**config.mk**
```make
export PLATFORM = sky130hd
export DESIGN_NAME = if_id_skid_reg
export DESIGN_NICKNAME = d
export VERILOG_FILES = /design/src/rtl/pipe_pkg.sv /design/src/rtl/skid_buf_2.sv /design/src/rtl/if_id_skid_reg.sv
export SDC_FILE = /design/constraint.sdc
export NUM_CORES = 1
export LEC_CHECK = 0
export ABC_CLOCK_PERIOD_IN_PS = 1900
export CAP_MARGIN = 0
export CORE_MARGIN = 5
export CORE_UTILIZATION = 52
export CTS_CLUSTER_DIAMETER = 100
export DETAILED_ROUTE_END_ITERATION = 7
export PLACE_DENSITY_LB_ADDON = 0.1
export SYNTH_ARGS = -nofsm -noshare
export SYNTH_HDL_FRONTEND = slang
export SYNTH_SLANG_ARGS = --single-unit
export TNS_END_PERCENT = 10
```
**constraint.sdc**
```tcl
create_clock -name clk -period 1.9 [get_ports clk]
set_clock_uncertainty 0.05 [all_clocks]
set_input_delay 0.285 -clock clk [delete_from_list [all_inputs] [get_ports clk]]
set_output_delay 0.285 -clock clk [all_outputs]
set_load 0.01 [all_outputs]
```
**src/rtl/pipe_pkg.sv**
```systemverilog
//------------------------------------------------------------------------------
// Module  : pipe_pkg
// Purpose : Shared NOP default, skid-buffer state encoding and lane helpers.
// Rev     : 1.0  initial release
//------------------------------------------------------------------------------
`default_nettype none

package pipe_pkg;

  localparam logic [31:0] NOP_INSTR_DEFAULT = 32'h0000_0000;

  // State bits are {main_v, skid_v}; (0,1) is unreachable.
  localparam logic [1:0] ST_EMPTY_ENC = 2'b00;
  localparam logic [1:0] ST_ONE_ENC   = 2'b10;
  localparam logic [1:0] ST_FULL_ENC  = 2'b11;

  typedef enum logic [1:0] {
    ST_EMPTY = ST_EMPTY_ENC,
    ST_ONE   = ST_ONE_ENC,
    ST_FULL  = ST_FULL_ENC
  } buf_state_e;

  function automatic int unsigned lane_slice(input int unsigned lane,
                                             input int unsigned width);
    return lane * width;
  endfunction

endpackage

`default_nettype wire

```
**src/rtl/skid_buf_2.sv**
```systemverilog
//------------------------------------------------------------------------------
// Module  : skid_buf_2
// Purpose : Generic 2-entry skid buffer with registered in_ready and flush.
// Rev     : 1.0  initial release
//------------------------------------------------------------------------------
`default_nettype none

module skid_buf_2
  import pipe_pkg::*;
#(
  parameter int              DATA_W   = 8,
  parameter logic [DATA_W-1:0] RST_DATA = '0
) (
  input  logic              clk,
  input  logic              rst,
  input  logic              flush,
  input  logic [DATA_W-1:0] flush_data,
  input  logic              in_valid,
  output logic              in_ready,
  input  logic [DATA_W-1:0] in_data,
  output logic              out_valid,
  input  logic              out_ready,
  output logic [DATA_W-1:0] out_data
);

  buf_state_e        state_q, state_d;
  logic [DATA_W-1:0] main_q, main_d;
  logic [DATA_W-1:0] skid_q, skid_d;
  logic              in_ready_q;
  logic              accept, consume;

  assign out_valid = (state_q != ST_EMPTY);
  assign out_data  = main_q;
  assign in_ready  = in_ready_q;
  assign accept    = in_valid & in_ready_q;
  assign consume   = out_valid & out_ready;

  always_comb begin
    state_d = state_q;
    main_d  = main_q;
    skid_d  = skid_q;
    if (flush) begin
      state_d = ST_EMPTY;
      main_d  = flush_data;
    end else begin
      case (state_q)
        ST_EMPTY: begin
          if (accept) begin
            state_d = ST_ONE;
            main_d  = in_data;
          end
        end
        ST_ONE: begin
          if (accept && consume) begin
            main_d = in_data;
          end else if (accept) begin
            state_d = ST_FULL;
            skid_d  = in_data;
          end else if (consume) begin
            state_d = ST_EMPTY;
          end
        end
        ST_FULL: begin
          if (consume) begin
            state_d = ST_ONE;
            main_d  = skid_q;
          end
        end
        default: state_d = ST_EMPTY;
      endcase
    end
  end

  always_ff @(posedge clk) begin
    if (rst) begin
      state_q    <= ST_EMPTY;
      main_q     <= RST_DATA;
      skid_q     <= '0;
      in_ready_q <= 1'b1;
    end else begin
      state_q    <= state_d;
      main_q     <= main_d;
      skid_q     <= skid_d;
      // Registered so out_ready never reaches in_ready combinationally.
      in_ready_q <= (state_d != ST_FULL);
    end
  end

endmodule

`default_nettype wire

```
**src/rtl/if_id_skid_reg.sv**
```systemverilog
//------------------------------------------------------------------------------
// Module  : if_id_skid_reg
// Purpose : IF/ID register with valid/ready skid buffer, flush and NOP masking.
//           Optional perf counters under IF_ID_PERF_CNT_EN.
// Rev     : 1.0  initial release
//------------------------------------------------------------------------------
`default_nettype none

module if_id_skid_reg
  import pipe_pkg::*;
#(
  parameter int                 LANES     = 1,
  parameter int                 INSTR_W   = 32,
  parameter int                 PC_W      = 32,
  parameter logic [INSTR_W-1:0] NOP_INSTR = INSTR_W'(NOP_INSTR_DEFAULT)
) (
  input  logic                     clk,
  input  logic                     rst,
  input  logic                     in_valid,
  output logic                     in_ready,
  input  logic [LANES-1:0]         in_lane_mask,
  input  logic [LANES*INSTR_W-1:0] in_instr,
  input  logic [LANES*PC_W-1:0]    in_pcplus4,
  input  logic                     flush,
  output logic                     out_valid,
  input  logic                     out_ready,
  output logic [LANES-1:0]         out_lane_mask,
  output logic [LANES*INSTR_W-1:0] out_instr,
  output logic [LANES*PC_W-1:0]    out_pcplus4
`ifdef IF_ID_PERF_CNT_EN
  ,
  output logic [31:0]              perf_stall_cyc,
  output logic [31:0]              perf_flush_cnt,
  output logic [31:0]              perf_skid_cnt
`endif
);

  // Data word layout: {pcplus4, instr, mask}.
  localparam int DATA_W   = LANES * (1 + INSTR_W + PC_W);
  localparam int INSTR_LO = LANES;
  localparam int PC_LO    = LANES * (1 + INSTR_W);
  localparam logic [DATA_W-1:0] RST_DATA =
    {{(LANES*PC_W){1'b0}}, {LANES{NOP_INSTR}}, {LANES{1'b0}}};

  logic [DATA_W-1:0] w_in_data, w_flush_data, w_buf_data;
  logic              w_buf_valid;

  assign w_in_data    = {in_pcplus4, in_instr, in_lane_mask};
  assign w_flush_data = {w_buf_data[DATA_W-1:PC_LO], {LANES{NOP_INSTR}}, {LANES{1'b0}}};

  skid_buf_2 #(
    .DATA_W   (DATA_W),
    .RST_DATA (RST_DATA)
  ) u_skid (
    .clk        (clk),
    .rst        (rst),
    .flush      (flush),
    .flush_data (w_flush_data),
    .in_valid   (in_valid),
    .in_ready   (in_ready),
    .in_data    (w_in_data),
    .out_valid  (w_buf_valid),
    .out_ready  (out_ready),
    .out_data   (w_buf_data)
  );

  assign out_valid     = w_buf_valid;
  assign out_lane_mask = w_buf_data[LANES-1:0] & {LANES{w_buf_valid}};
  assign out_pcplus4   = w_buf_data[DATA_W-1:PC_LO];

  for (genvar l = 0; l < LANES; l++) begin : g_lane
    assign out_instr[lane_slice(l, INSTR_W) +: INSTR_W] =
      out_lane_mask[l] ? w_buf_data[INSTR_LO + lane_slice(l, INSTR_W) +: INSTR_W]
                       : NOP_INSTR;
  end

`ifdef IF_ID_PERF_CNT_EN
  logic [31:0] perf_stall_q, perf_flush_q, perf_skid_q;
  logic        w_stall, w_flush_occ, w_skid_enter;

  assign w_stall      = w_buf_valid & ~out_ready;
  assign w_flush_occ  = flush & w_buf_valid;
  // ONE + accept without consume is the only way into FULL.
  assign w_skid_enter = ~flush & in_valid & in_ready & w_buf_valid & ~out_ready;

  always_ff @(posedge clk) begin
    if (rst) begin
      perf_stall_q <= '0;
      perf_flush_q <= '0;
      perf_skid_q  <= '0;
    end else begin
      if (w_stall && perf_stall_q != 32'hFFFF_FFFF) perf_stall_q <= perf_stall_q + 32'd1;
      if (w_flush_occ && perf_flush_q != 32'hFFFF_FFFF) perf_flush_q <= perf_flush_q + 32'd1;
      if (w_skid_enter && perf_skid_q != 32'hFFFF_FFFF) perf_skid_q <= perf_skid_q + 32'd1;
    end
  end

  assign perf_stall_cyc = perf_stall_q;
  assign perf_flush_cnt = perf_flush_q;
  assign perf_skid_cnt  = perf_skid_q;
`endif

endmodule

`default_nettype wire

```
==> impl_metrics.csv, run 1 <==
group,metric,value,unit
layout,multi_input_area,3330,um2
clocking,root_buffer,"clkbuf_16",
sta,max_slew.worst_pin.slew,496,ps
min_path,hp-class,"in -> reg",
synth,yosys_warnings,0,
sta,fin_setup_tns,0,ps
die,dieArea,15500,um2
routing,drt_iter0_drc,713,
power_and_ir_drop,peakVddDrop,0.000805,V
worst_setup_path,critical_path_class,"reg -> out",
routing,antenna_left,0,
layout,mostFrequentLayoutCells,"dfxtp_1, nand3_1, clkdlybuf4s50_1",
layout,register_area,2670,um2
power_and_ir_drop,sequentialPowerShare,39.8,%
power_and_ir_drop,power.switching,1730,uW
global_route,grt.overflow.total,0,
die,pin_count,137,
sta,finalCriticalPeriod,1840,ps
clocking,cts.repair.resized,117,
power_and_ir_drop,pwr-share-clk,47.7,%
synth,synth-seq-cells,133,
power_and_ir_drop,power_leakage,0.00310,uW
synth,synth.distinct_cells,30,
worst_setup_path,crit_fanout,34,
worst_setup_path,endpoint_kind,"primary output",
synth,syn_avg_cell_area,8.74,um2
clocking,cts_tree,"yes",
place,dp_hpwl,12400,um
layout,final_net_count,900,
synth,syn_inst,777,
clocking,cts_sinks,133,
die,die_w,124,um
global_route,grt_max_degree,98,
clocking,cts.clk_slew.worst_paths,50,ps
die,rows,41,
global_route,grt_pass1_wl,33000,um
layout,drive_gt1_share,20.5,%
clocking,cts_setup_buffers,0,
sta,fmax,0.544,GHz
synth,synth_area,6790,um2
outcome,outcome,"completed",
routing,vias,6501,
place,portBuffers,136,
worst_setup_path,worstPathRequired,1560,ps
power_and_ir_drop,total_power,7370,uW
synth,synth_nets,847,
sta,timing.final.crit_share,96.8,%
sta,finalHoldViolCount,0,
die,die_y,124,um
job,max-cap-violations,0,
routing,firstDrtPassIters,5,
place,gp_congestion,0.813,
layout,final_common_cell,"dfxtp_1",
die,initial_core_util,53.4,%
layout,fillers,1092,
clocking,insertion_delay,420,ps
sta,max-slew-margin-rel,66.9,%
global_route,first_global_vias,6408,
routing,viasPerCell,6.40,
clocking,htree_levels,4,
routing,wl,19800,um
worst_setup_path,cp_data_arrival_time,1500,ps
layout,num_antenna_cells,0,
layout,fin_util,67.1,%
power_and_ir_drop,intPower,5650,uW
synth,ys_seq_area_share,39.2,%
global_route,grt_usage,25.1,%
sta,slew_viol_final,0,
worst_setup_path,critPathLaunchType,"register",
global_route,antenna_found_initial,0,
layout,syn_to_final_growth,25.7,%
power_and_ir_drop,switching_share,23.4,%
power_and_ir_drop,p_per_area,864,nW/um2
die,core,12700,um2
sta,rsz0062_at_grt,"no",
routing,post_drt_wl_per_cell,19.5,um
clocking,hold_buffers,0,
clocking,numCtsBuffers,17,
sta,setup-violations-final,0,
routing,drc,0,
power_and_ir_drop,p_comb_share,12.5,%
clocking,clk_path_buf_depth,2,
==> synthesized netlist by cell type <==
cell type / number / area (um2)
a311oi_1: 5 / 43.8
nand3b_1: 1 / 7.51
buf_2: 42 / 210
or3_1: 1 / 6.26
buf_6: 12 / 135
nand2_1: 66 / 248
a41oi_1: 32 / 280
buf_1: 1 / 3.75
a21oi_1: 67 / 335
nor3b_2: 1 / 12.5
or3b_1: 1 / 8.76
dfxtp_1: 133 / 2660
a31oi_1: 33 / 206
nand3_1: 130 / 651
or2_1: 1 / 6.26
or2_0: 1 / 6.26
clkbuf_1: 40 / 150
and4_4: 1 / 11.3
nand2b_2: 1 / 8.76
nand2b_4: 1 / 13.8
and2_1: 1 / 6.26
and3_1: 33 / 206
o21ai_1: 50 / 250
clkbuf_2: 3 / 15.0
inv_1: 3 / 11.3
a311oi_2: 60 / 901
a21o_4: 1 / 15.0
and3b_1: 1 / 8.76
o21ai_0: 16 / 80.1
buf_4: 39 / 293
==> power by group through the flow <==
stage          registers (uW)  logic, uW  clock network [uW]
3_3_place_gp             2990        900                   0
6_report                 2940        923                3510
2_1_floorplan            2980        573                   0
4_1_cts                  2940        921                3550
5_1_grt                  2940        987                3680
3_5_place_dp             2990        920                   0
==> sequential cells by signal, summed over array words and instances (netlist names) <==
signal           flops
u_skid.state_q       2
u_skid.out_data     65
u_skid.skid_q       65
u_skid.in_ready      1
==> per-layer routing <==
layer	track usage (%)	share of wire, %
met1	32.4	42
met2	40.6	49
met3	7.16	8.0
met4	8.06	1.6
met5	0	0
==> path summary, 6_finish.rpt <==
kind	from	endpoint	slack (ps)	depth (start not counted)
setup / recovery	u_skid.state_q[0]$_SDFF_PP0_	out_instr[31]	60	4
hold / removal	rst	u_skid.in_ready$_SDFF_PP1_	210	3
hold reg to reg	u_skid.skid_q[28]$_SDFFE_PP0P_	u_skid.skid_q[28]$_SDFFE_PP0P_	420	2
setup reg to reg	u_skid.state_q[1]$_SDFF_PP0_	u_skid.skid_q[30]$_SDFFE_PP0P_	110	5
==> worst max-delay path, stage by stage, from the launching register on <==
cell	delay, ps
dfxtp_2	320
or2_4	250
buf_12	160
and3_1	210
buf_2	150
==> through the flow <==
step | cells | hold slack, ps | worst slack [ps] | area (um2)
floorplan | 777 | 383 | 344 | 6790
global placement | 983 | 410 | 6.74 | 8060
detailed placement | 983 | 416 | -32.8 | 8060
CTS | 1015 | 196 | -41.5 | 8620
global route | 1015 | 206 | 0.702 | 8540
finish | 1015 | 209 | 60.4 | 8540
==> kinds of logic after synthesis <==
logic type / share of synthesized area (%)
AOI/OAI and AO/OA: 31.1
and+or+nand+nor: 17.7
buffers and inverters: 12.0
DFF: 39.2
==> layout make-up <==
class,count,share of cell area [%]
sequential,133,31.2
clock buffer,22,5.67
multi-input combinational,504,39.0
clock inverter,10,1.76
inverter,3,0.132
timing repair buffer,171,19.7
tap,172,2.52
Power figures use the tool's default switching activity.
==> inputs of run 2 (changes only) <==
Settings changed: REMOVE_ABC_BUFFERS from default to 1.
==> run 2 against run 1 <==
Combinational power up 0.7%. Register-to-register slack better by 30 ps. Die area unchanged. Highest routed layer unchanged. Core utilization down 0.20 points. First-iteration DRC count down 12%. Final area down 0.29%. Largest cell class unchanged. Non-clock buffer count up 4.
==> impl_metrics.csv, run 2 (synthesis gave the netlist of run 1 again) <==
group,metric,value,unit
clocking,clk_path_buf_depth,2,
die,dieArea,15500,um2
clocking,htree_levels,4,
worst_setup_path,path_delay_family,"simple AND/OR/NAND/NOR gates",
global_route,use_met1,32.1,%
place,gp_congestion,0.811,
worst_setup_path,crit_fanout,34,
sta,max-slew-margin-rel,66.5,%
layout,fillers,1066,
sta,rsz0062_at_grt,"no",
global_route,busiest_layer,"met2",
worst_setup_path,critical_path_class,"reg -> out",
place,portBuffers,136,
sta,slew_viol_final,0,
global_route,grt_use_met2,42.4,%
global_route,grt.overflow.total,0,
die,rows,41,
routing,vias,6495,
worst_setup_path,worstPathRequired,1560,ps
sta,max_slew.worst_pin.slew,503,ps
worst_setup_path,path_cells,"or2_4, buf_12, and3_1, buf_2",
clocking,insertion_delay,410,ps
sta,setup-violations-final,0,
worst_setup_path,cp_data_arrival_time,1480,ps
global_route,antenna_found_initial,0,
worst_setup_path,critPathLaunchType,"register",
clocking,numCtsBuffers,17,
routing,drt_iter0_drc,624,
routing,viasPerCell,6.37,
sta,finalHoldViolCount,0,
global_route,grt_usage,25.5,%
power_and_ir_drop,total_power,7050,uW
clocking,cts_setup_buffers,0,
layout,syn_to_final_growth,25.3,%
layout,drive_gt1_share,21.0,%
power_and_ir_drop,p_per_area,828,nW/um2
die,core,12700,um2
place,dp_hpwl,12600,um
sta,timing.final.crit_share,95.4,%
global_route,first_global_vias,6619,
layout,final_net_count,904,
routing,antenna_left,0,
routing,wl,20100,um
power_and_ir_drop,peakVddDrop,0.000475,V
clocking,cts_sinks,133,
sta,holdWs,253,ps
layout,num_antenna_cells,0,
layout,mostFrequentLayoutCells,"dfxtp_1, nand3_1, clkdlybuf4s50_1",
global_route,met3_usage,5.27,%
outcome,outcome,"completed",
min_path,hp-class,"in -> reg",
layout,final_common_cell,"dfxtp_1",
global_route,grt_max_degree,98,
sta,finalCriticalPeriod,1810,ps
layout,finalNonFillerCells,1019,
clocking,root_buffer,"clkbuf_16",
worst_setup_path,crit_buf_inv,2,
routing,firstDrtPassIters,7,
place,place_inst,987,
worst_setup_path,cpMaxStageDelayCell,"dfxtp_2",
routing,drc,0,
clocking,cts.clk_slew.worst_paths,60,ps
die,initial_core_util,53.4,%
routing,post_drt_wl_per_cell,19.7,um
clocking,cts_tree,"yes",
sta,fmax,0.552,GHz
job,max-cap-violations,0,
worst_setup_path,endpoint_kind,"primary output",
die,die_y,124,um
die,die_w,124,um
power_and_ir_drop,power_leakage,0.00306,uW
die,pin_count,137,
global_route,grt_pass1_wl,33500,um
worst_setup_path,crit_path_max_incr_delay,320,ps
clocking,hold_buffers,0,
==> run 2: where the power goes <==
| part | leakage [uW] | switching (uW) | internal (uW) |
|---|---|---|---|
| clock | 0.000265 | 1300 | 1880 |
| sequential | 0.00108 | 51.9 | 2880 |
| combinational | 0.00171 | 485 | 444 |
==> run 2: final timing paths <==
path	from	end	slack, ps	cells past startpoint
worst max-delay path	u_skid.state_q[0]$_SDFF_PP0_	out_instr[1]	90	4
worst min-delay path	rst	u_skid.in_ready$_SDFF_PP1_	250	3
worst max register to register	u_skid.state_q[0]$_SDFF_PP0_	u_skid.out_data[17]$_SDFFE_PP0N_	140	5
worst min register to register	u_skid.skid_q[29]$_SDFFE_PP0P_	u_skid.skid_q[29]$_SDFFE_PP0P_	430	2
==> run 2: routing by layer <==
layer	share of wire, %	wire length [um]
met2	49	9900
met3	6.9	1390
met5	0	0
met4	2.0	403
met1	42	8370
==> run 2: layout make-up <==
type,count,area [um2],area share (%)
Clock buffer,19,453,5.32
Clock inverter,13,124,1.46
Inverter,3,11.3,0.132
Multi-Input combinational cell,504,3330,39.1
Sequential cell,133,2670,31.3
Tap cell,172,215,2.53
Timing Repair Buffer,175,1710,20.1
==> run 2: what timing repair did <==
item | CTS | global route
endpoints found under the setup margin | 34 | 9
pin swaps | 0 | 0
gates cloned | 0 | 0
resized for setup | 128 | 7
==> run 2: worst reg2reg max path, cell delays in order (launching register included) <==
cell	delay, ps
dfxtp_2	340
buf_6	270
nand2b_4	230
and3_2	300
buf_12	190
a311oi_2	280
==> run 2: through the flow <==
step	worst slack (ps)	instance area [um2]	setup TNS, ps	utilization (%)
floorplan	-2040	5990	-272770	-
global placement	-29.6	8090	-114	63.6
detailed placement	-126	8090	-2210	63.6
CTS	-26.6	8520	-26.6	67.0
global route	34.9	8510	0	66.9
finish	87.0	8510	0	66.9
